## config.mk

```make
export PLATFORM = sky130hd
export DESIGN_NAME = ks_pipelined_subtractor
export DESIGN_NICKNAME = d
export VERILOG_FILES = /design/src/rtl/ks_pipelined_subtractor.sv
export SDC_FILE = /design/constraint.sdc
export NUM_CORES = 1
export LEC_CHECK = 0
export CAP_MARGIN = 20
export CORE_UTILIZATION = 45
export DETAILED_ROUTE_END_ITERATION = 8
export GPL_ROUTABILITY_DRIVEN = 0
export PLACE_DENSITY = 0.73
export SYNTH_ARGS = -nofsm -noshare
export SYNTH_HDL_FRONTEND = slang
export SYNTH_SLANG_ARGS = --single-unit
```

## constraint.sdc

```tcl
create_clock -name clk -period 2.3 [get_ports clk]
set_clock_uncertainty 0.1 [all_clocks]
set_input_delay 0.46 -clock clk [delete_from_list [all_inputs] [get_ports clk]]
set_output_delay 0.46 -clock clk [all_outputs]
set_load 0.03 [all_outputs]
```

## src/rtl/ks_pipelined_subtractor.sv

```systemverilog
`default_nettype none
// ============================================================================
// Module      : ks_pipelined_subtractor
// Description : Pipelined WIDTH-bit Kogge-Stone subtractor. Computes
//               diff = (a - b) mod 2^WIDTH and an unsigned borrow flag by
//               evaluating a + ~b + 1 through a parallel-prefix carry
//               network with one register rank per prefix level.
//               A valid/ready handshake provides backpressure; the whole
//               pipeline advances or holds as a unit.
// Revision    : 1.0  initial release
// ----------------------------------------------------------------------------
// Parameters
//   WIDTH      operand/result width in bits (2..64)
// Ports
//   clk        rising-edge clock
//   rst_n      asynchronous active-low reset
//   in_valid   operand pair valid
//   in_ready   pipeline can accept an operand pair this cycle
//   a          minuend
//   b          subtrahend
//   out_valid  diff/borrow valid
//   out_ready  downstream accepts the result this cycle
//   diff       (a - b) mod 2^WIDTH
//   borrow     1 when a < b (unsigned)
//   ovf        signed overflow of a - b (only with KS_SUB_OVERFLOW_EN)
// Build option
//   KS_SUB_OVERFLOW_EN  when defined, adds the registered ovf output.
// Latency
//   A pair accepted on edge 0 is presented after edge $clog2(WIDTH).
// ============================================================================
module ks_pipelined_subtractor #(
  parameter int WIDTH = 16
) (
  input  logic             clk,
  input  logic             rst_n,
  input  logic             in_valid,
  output logic             in_ready,
  input  logic [WIDTH-1:0] a,
  input  logic [WIDTH-1:0] b,
  output logic             out_valid,
  input  logic             out_ready,
  output logic [WIDTH-1:0] diff,
  output logic             borrow
`ifdef KS_SUB_OVERFLOW_EN
  ,
  output logic             ovf
`endif
);

  // Number of prefix levels; also the index of the output rank.
  localparam int LEVELS = (WIDTH > 1) ? $clog2(WIDTH) : 1;

  generate
    if ((WIDTH < 2) || (WIDTH > 64)) begin : g_bad_width
      $fatal(1, "ks_pipelined_subtractor: WIDTH=%0d outside legal range 2..64", WIDTH);
    end
  endgenerate

  // --------------------------------------------------------------------------
  // Pipeline state
  //   Ranks 0..LEVELS-1 hold prefix P/G of their level, a copy of the stage-0
  //   propagate (needed for the final sum XOR) and a valid bit.
  //   The output rank holds diff/borrow/out_valid directly.
  // --------------------------------------------------------------------------
  logic [WIDTH-1:0]  p_q   [LEVELS];
  logic [WIDTH-1:0]  p_d   [LEVELS];
  logic [WIDTH-1:0]  g_q   [LEVELS];
  logic [WIDTH-1:0]  g_d   [LEVELS];
  logic [WIDTH-1:0]  p0_q  [LEVELS];
  logic [WIDTH-1:0]  p0_d  [LEVELS];
  logic [LEVELS-1:0] valid_q;
  logic [LEVELS-1:0] valid_d;

  logic             out_valid_q;
  logic             out_valid_d;
  logic [WIDTH-1:0] diff_q;
  logic [WIDTH-1:0] diff_d;
  logic             borrow_q;
  logic             borrow_d;

`ifdef KS_SUB_OVERFLOW_EN
  // Operand sign bits travel with the data for the overflow decision.
  logic [LEVELS-1:0] a_msb_q;
  logic [LEVELS-1:0] a_msb_d;
  logic [LEVELS-1:0] b_msb_q;
  logic [LEVELS-1:0] b_msb_d;
  logic              ovf_q;
  logic              ovf_d;
`endif

  // --------------------------------------------------------------------------
  // Combinational terms
  // --------------------------------------------------------------------------
  logic             advance;
  logic [WIDTH-1:0] p_stage0;
  logic [WIDTH-1:0] g_stage0;
  logic [WIDTH-1:0] carries;
  logic [WIDTH-1:0] next_diff;

  // Prefix level k is computed from rank k-1 registers.
  logic [WIDTH-1:0] lvl_p [1:LEVELS];
  logic [WIDTH-1:0] lvl_g [1:LEVELS];

  // The whole pipeline moves when the output slot is empty or being drained.
  assign advance  = ~out_valid_q | out_ready;
  assign in_ready = advance;

  // Stage-0 terms of a + ~b. The +1 carry-in is folded into bit 0 so that
  // generate at bit 0 becomes G0 | P0 and no carry-in path is needed.
  assign p_stage0 = a ^ ~b;
  assign g_stage0 = (a & ~b) | {{(WIDTH-1){1'b0}}, p_stage0[0]};

  generate
    for (genvar k = 1; k <= LEVELS; k++) begin : g_level
      localparam int DIST = 1 << (k - 1);
      for (genvar j = 0; j < WIDTH; j++) begin : g_bit
        if (j < DIST) begin : g_pass
          assign lvl_p[k][j] = p_q[k-1][j];
          assign lvl_g[k][j] = g_q[k-1][j];
        end else begin : g_merge
          assign lvl_g[k][j] = g_q[k-1][j] | (p_q[k-1][j] & g_q[k-1][j-DIST]);
          assign lvl_p[k][j] = p_q[k-1][j] & p_q[k-1][j-DIST];
        end
      end
    end
  endgenerate

  // Carry into bit j is the final group generate of bits j-1..0; bit 0 sees
  // the folded carry-in of 1.
  assign carries   = {lvl_g[LEVELS][WIDTH-2:0], 1'b1};
  assign next_diff = p0_q[LEVELS-1] ^ carries;

  // --------------------------------------------------------------------------
  // Next-state logic: hold everything by default, shift one rank on advance.
  // --------------------------------------------------------------------------
  always_comb begin
    p_d         = p_q;
    g_d         = g_q;
    p0_d        = p0_q;
    valid_d     = valid_q;
    out_valid_d = out_valid_q;
    diff_d      = diff_q;
    borrow_d    = borrow_q;
`ifdef KS_SUB_OVERFLOW_EN
    a_msb_d     = a_msb_q;
    b_msb_d     = b_msb_q;
    ovf_d       = ovf_q;
`endif

    if (advance) begin
      // Rank 0: a bubble enters whenever no operand pair is offered.
      valid_d[0] = in_valid;
      p_d[0]     = p_stage0;
      g_d[0]     = g_stage0;
      p0_d[0]    = p_stage0;
`ifdef KS_SUB_OVERFLOW_EN
      a_msb_d[0] = a[WIDTH-1];
      b_msb_d[0] = b[WIDTH-1];
`endif

      // Intermediate ranks capture their prefix level.
      for (int k = 1; k < LEVELS; k++) begin
        valid_d[k] = valid_q[k-1];
        p_d[k]     = lvl_p[k];
        g_d[k]     = lvl_g[k];
        p0_d[k]    = p0_q[k-1];
`ifdef KS_SUB_OVERFLOW_EN
        a_msb_d[k] = a_msb_q[k-1];
        b_msb_d[k] = b_msb_q[k-1];
`endif
      end

      // Output rank: last prefix level and sum XOR land directly in flops.
      out_valid_d = valid_q[LEVELS-1];
      diff_d      = next_diff;
      borrow_d    = ~lvl_g[LEVELS][WIDTH-1];
`ifdef KS_SUB_OVERFLOW_EN
      // Signed overflow: operand signs differ and result sign differs from a.
      ovf_d       = (a_msb_q[LEVELS-1] ^ b_msb_q[LEVELS-1]) &
                    (next_diff[WIDTH-1] ^ a_msb_q[LEVELS-1]);
`endif
    end
  end

  // --------------------------------------------------------------------------
  // State registers
  // --------------------------------------------------------------------------
  always_ff @(posedge clk or negedge rst_n) begin
    if (!rst_n) begin
      for (int k = 0; k < LEVELS; k++) begin
        p_q[k]  <= '0;
        g_q[k]  <= '0;
        p0_q[k] <= '0;
      end
      valid_q     <= '0;
      out_valid_q <= 1'b0;
      diff_q      <= '0;
      borrow_q    <= 1'b0;
`ifdef KS_SUB_OVERFLOW_EN
      a_msb_q     <= '0;
      b_msb_q     <= '0;
      ovf_q       <= 1'b0;
`endif
    end else begin
      p_q         <= p_d;
      g_q         <= g_d;
      p0_q        <= p0_d;
      valid_q     <= valid_d;
      out_valid_q <= out_valid_d;
      diff_q      <= diff_d;
      borrow_q    <= borrow_d;
`ifdef KS_SUB_OVERFLOW_EN
      a_msb_q     <= a_msb_d;
      b_msb_q     <= b_msb_d;
      ovf_q       <= ovf_d;
`endif
    end
  end

  // Outputs come straight from the output rank.
  assign out_valid = out_valid_q;
  assign diff      = diff_q;
  assign borrow    = borrow_q;
`ifdef KS_SUB_OVERFLOW_EN
  assign ovf       = ovf_q;
`endif

endmodule
`default_nettype wire

```

Yosys cells after proc, flatten, opt, wreduce, memory -nomap -nowiden
Cells that the tools add are included.

cells by class
  bitwise operators = 147

operator list
  cell            count
  $and 1x1->1     90
  $or 1x1->1      50
  $xor 16x16->16  2
  $and 16x16->16  1
  $not 16->16     1
  $or 16x1->16    1
  $not 1->1       2

word-level totals
  flip-flop bits (word level) = 198
  output and inout port bits = 19
  input bits = 36

Longest topological paths before layout
  word-level depth = 3
  gate-level depth with buffers = 7
  gate-level depth less buffers = 4

Least setup slack after synthesis
No wires, ideal clock.

  path type = register to output
  start = reg out_valid_q (netlist: out_valid)
  end = out in_ready
  cell stages (with the launch flop) = 6
  buffers on the path = 3
  data required time = 1.740 ns
  arrival = 1.190 ns
  setup slack = 0.550 ns
  path through = dfrtp_1 nor2b_4 buf_6 inv_2 buf_6 buf_6

between the ends
  cells in the longest elaborated chain, start to end = 2

ends and longest elaborated chain
  what                      line  text
  start: declaration        74    logic out_valid_q;
  start signal: assignment  209   out_valid_q <= out_valid_d;
  $not 1->1                 105   assign advance = ~out_valid_q | out_ready;
  $or 1x1->1                105
  end: declaration          37    output logic in_ready,

Every way passes these cells.

Worst setup path in the final report
  start = reg diff_q[14] (netlist: diff[14])
  end = out diff[14]

RTL lines
  what                      line  text
  start: declaration        76    logic [WIDTH-1:0] diff_q;
  start signal: assignment  210   diff_q <= diff_d;
  end: declaration          42    output logic [WIDTH-1:0] diff,

No word-level cell between the ends.

==> impl_metrics.ini <==
[die]
die-area_um2 = 17300
die-width_um = 131
ios = 55
core_um2 = 16100
rows = 46
die_h_um = 131
initial_core_util_pct = 46.7

[finish]
final_cells = 1087
multiInputGateArea_um2 = 2560
regArea_um2 = 4600
fin_nets = 914
final_cell_mix = nand2_1 (394), dfrtp_1 (184), o21ai_0 (56), clkdlybuf4s50_1 (52), a21oi_1 (48)
n_fill_cell = 1433
final_common_cell = nand2_1
syn_to_final_growth_pct = 16.8
n_antenna_cell = 0
drive_gt1_share_pct = 5.17

[sta]
fmax_mhz = 495
finalSetupViolations = 0
finalMaxSlewViolations = 0
period_share_pct = 87.8
tns_ns = 0
rsz0062_at_grt = false
tightest_slew_ns = 0.490
hold_violations = 0
slew_headroom_pct = 67.3
period_minus_slack_ns = 2.02

[clock_tree]
clockBufferDepth = 2
h-tree-depth = 4
clkTransAtPathRegs_ns = 0.06
ctsResizeCount = 0
insertion_delay_ns = 0.43
root_buffer = clkbuf_16
tritoncts = built
cts_buffers = 17
cts_sinks = 184
postCtsSetupBuffers = 0

[yosys]
synth.area.top_cells = dfrtp_1 (61%), nand2_1 (20%), o21ai_0 (3.7%)
yosys.cell_types.count = 20
synth_top_cell_by_area = dfrtp_1
synth_top_area_share_pct = 61.2
synth_seq_area_share_pct = 61.2
netlist_instances = 812
syn_avg_cell_area_um2 = 9.27
mappedNetlistArea_um2 = 7530
syn_nets = 864
ys_warn_count = 0
synth-seq-cells = 184

[route]
drtAntennaViolNets = 0
dr.pass1.iters = 5
post-route-drc-count = 0
wl_per_cell_um = 13.1
via_per_inst = 4.87
drt_iter0_markers = 371
routed-via-count = 5290
routed_wirelength_mm = 14.2

[hold_path]
min_path_type = flop to flop

[status]
status = finished clean

[pwr]
p_leak_nw = 4.42
p_per_area_nw_per_um2 = 1280
vdd.ir_drop.worst_mv = 0.647

[grt]
antenna_found_initial = 0
grt_pass1_wl_mm = 25.4
grt_pass1_vias = 5139
grt_use_total_pct = 18.4
grt_max_degree = 55
globalRouteOverflowTotal = 0

[setup_path]
path_buf_inv = 1
worstPathArrival_ns = 1.46
crit_type = flop to output port
cp_top_family = buffers and inverters
critical_path.slowest_cell = clkdlybuf4s50_1
path_max_fanout = 2
cpPeakStageDelay_ns = 0.68
crit_required_ns = 1.74
worstSetupEndpointType = output port
path_cells = clkdlybuf4s50_1
startpoint_type = flop

[place]
dp_hpwl_mm = 9.67
dp.cells = 1058
port_buffers = 54

[flow_run]
maxCapViolations = 0
==> power by group <==
part | switching, mW | internal [mW] | total [mW]
combinational | 1.83 | 1.27 | 3.10
clock | 1.10 | 1.52 | 2.62
sequential | 0.997 | 4.50 | 5.49
==> logic make-up after synthesis <==
family,Yosys count,share of synthesized area (%)
buffers and inverters,57,4.82
flip-flops,184,61.2
adder cells (fa/ha/maj),16,2.66
AND/OR/NAND/NOR,432,22.3
XOR/XNOR,15,1.75
AO/OA/AOI/OAI,108,7.35
==> routing by layer <==
| layer | vias to the layer above | GRT usage [%] | wire length (um) |
|---|---|---|---|
| met4 | 0 | 6.07 | 146 |
| met3 | 12 | 3.94 | 493 |
| li1 | 2681 | - | - |
| met1 | 2503 | 26.1 | 6910 |
| met5 | - | 0 | 0 |
| met2 | 94 | 28.1 | 6690 |
==> state kept, by name (all words and copies together) (netlist names) <==
name / cells
g_q: 56
valid_q: 4
out_valid: 1
lvl_p: 3
carries: 8
borrow: 1
diff: 16
p_q: 49
p0_q: 46
==> metrics by stage <==
step	worst slack [ns]	area [um2]	power [mW]	hold WS, ns	util [%]
finish	0.280	8790	11.2	0.342	54.5
global route	0.226	8790	12.0	0.373	54.5
CTS	0.254	8790	11.3	0.344	54.5
detailed placement	0.316	8260	8.68	0.337	51.3
global placement	0.334	8260	8.54	0.332	51.3
floorplan	0.550	7530	7.50	0.0644	-
==> timing repair <==
action	in CTS	in global routing
endpoints found under the setup margin	0	0
hold buffers	1	0
hold endpoints to repair	48	0
==> path summary, 6_finish.rpt <==
path                                        from                endpoint  slack (ns)  depth (start not counted)
setup / recovery            diff[14]$_DFFE_PN0P_                diff[14]        0.28                          1
hold / removal              lvl_p[0]$_DFFE_PN0P_     diff[0]$_DFFE_PN0P_        0.34                          1
setup reg to reg           out_valid$_DFFE_PN0P_     g_q[11]$_DFFE_PN0P_        0.86                          4
hold reg to reg             lvl_p[0]$_DFFE_PN0P_     diff[0]$_DFFE_PN0P_        0.34                          1
max in group asynchronous                  rst_n     p_q[56]$_DFFE_PN0P_        0.89                          3
min in group asynchronous                  rst_n  carries[4]$_DFFE_PN0P_        0.47                          2
==> synth_stat cells <==
cell type / n
a21oi_2: 2
inv_2: 1
ha_1: 16
inv_1: 16
a21oi_1: 48
clkbuf_1: 5
a21o_1: 1
buf_6: 12
xnor2_1: 8
xor2_1: 7
nand2_1: 394
nand3_1: 34
nor2b_4: 1
nand2b_1: 1
dfrtp_1: 184
nor2_1: 2
a211oi_1: 1
o21ai_0: 56
buf_2: 11
buf_4: 12
==> layout make-up <==
type / instances / share of cell area, %
repair buffers: 71 / 8.75
multi-input cells: 571 / 29.1
flip-flops and latches: 184 / 52.4
clock buffers: 24 / 5.37
inverters: 17 / 0.754
well taps: 216 / 3.07
clock inverters: 4 / 0.541
Note: power is estimated with default switching activity, not from simulation.
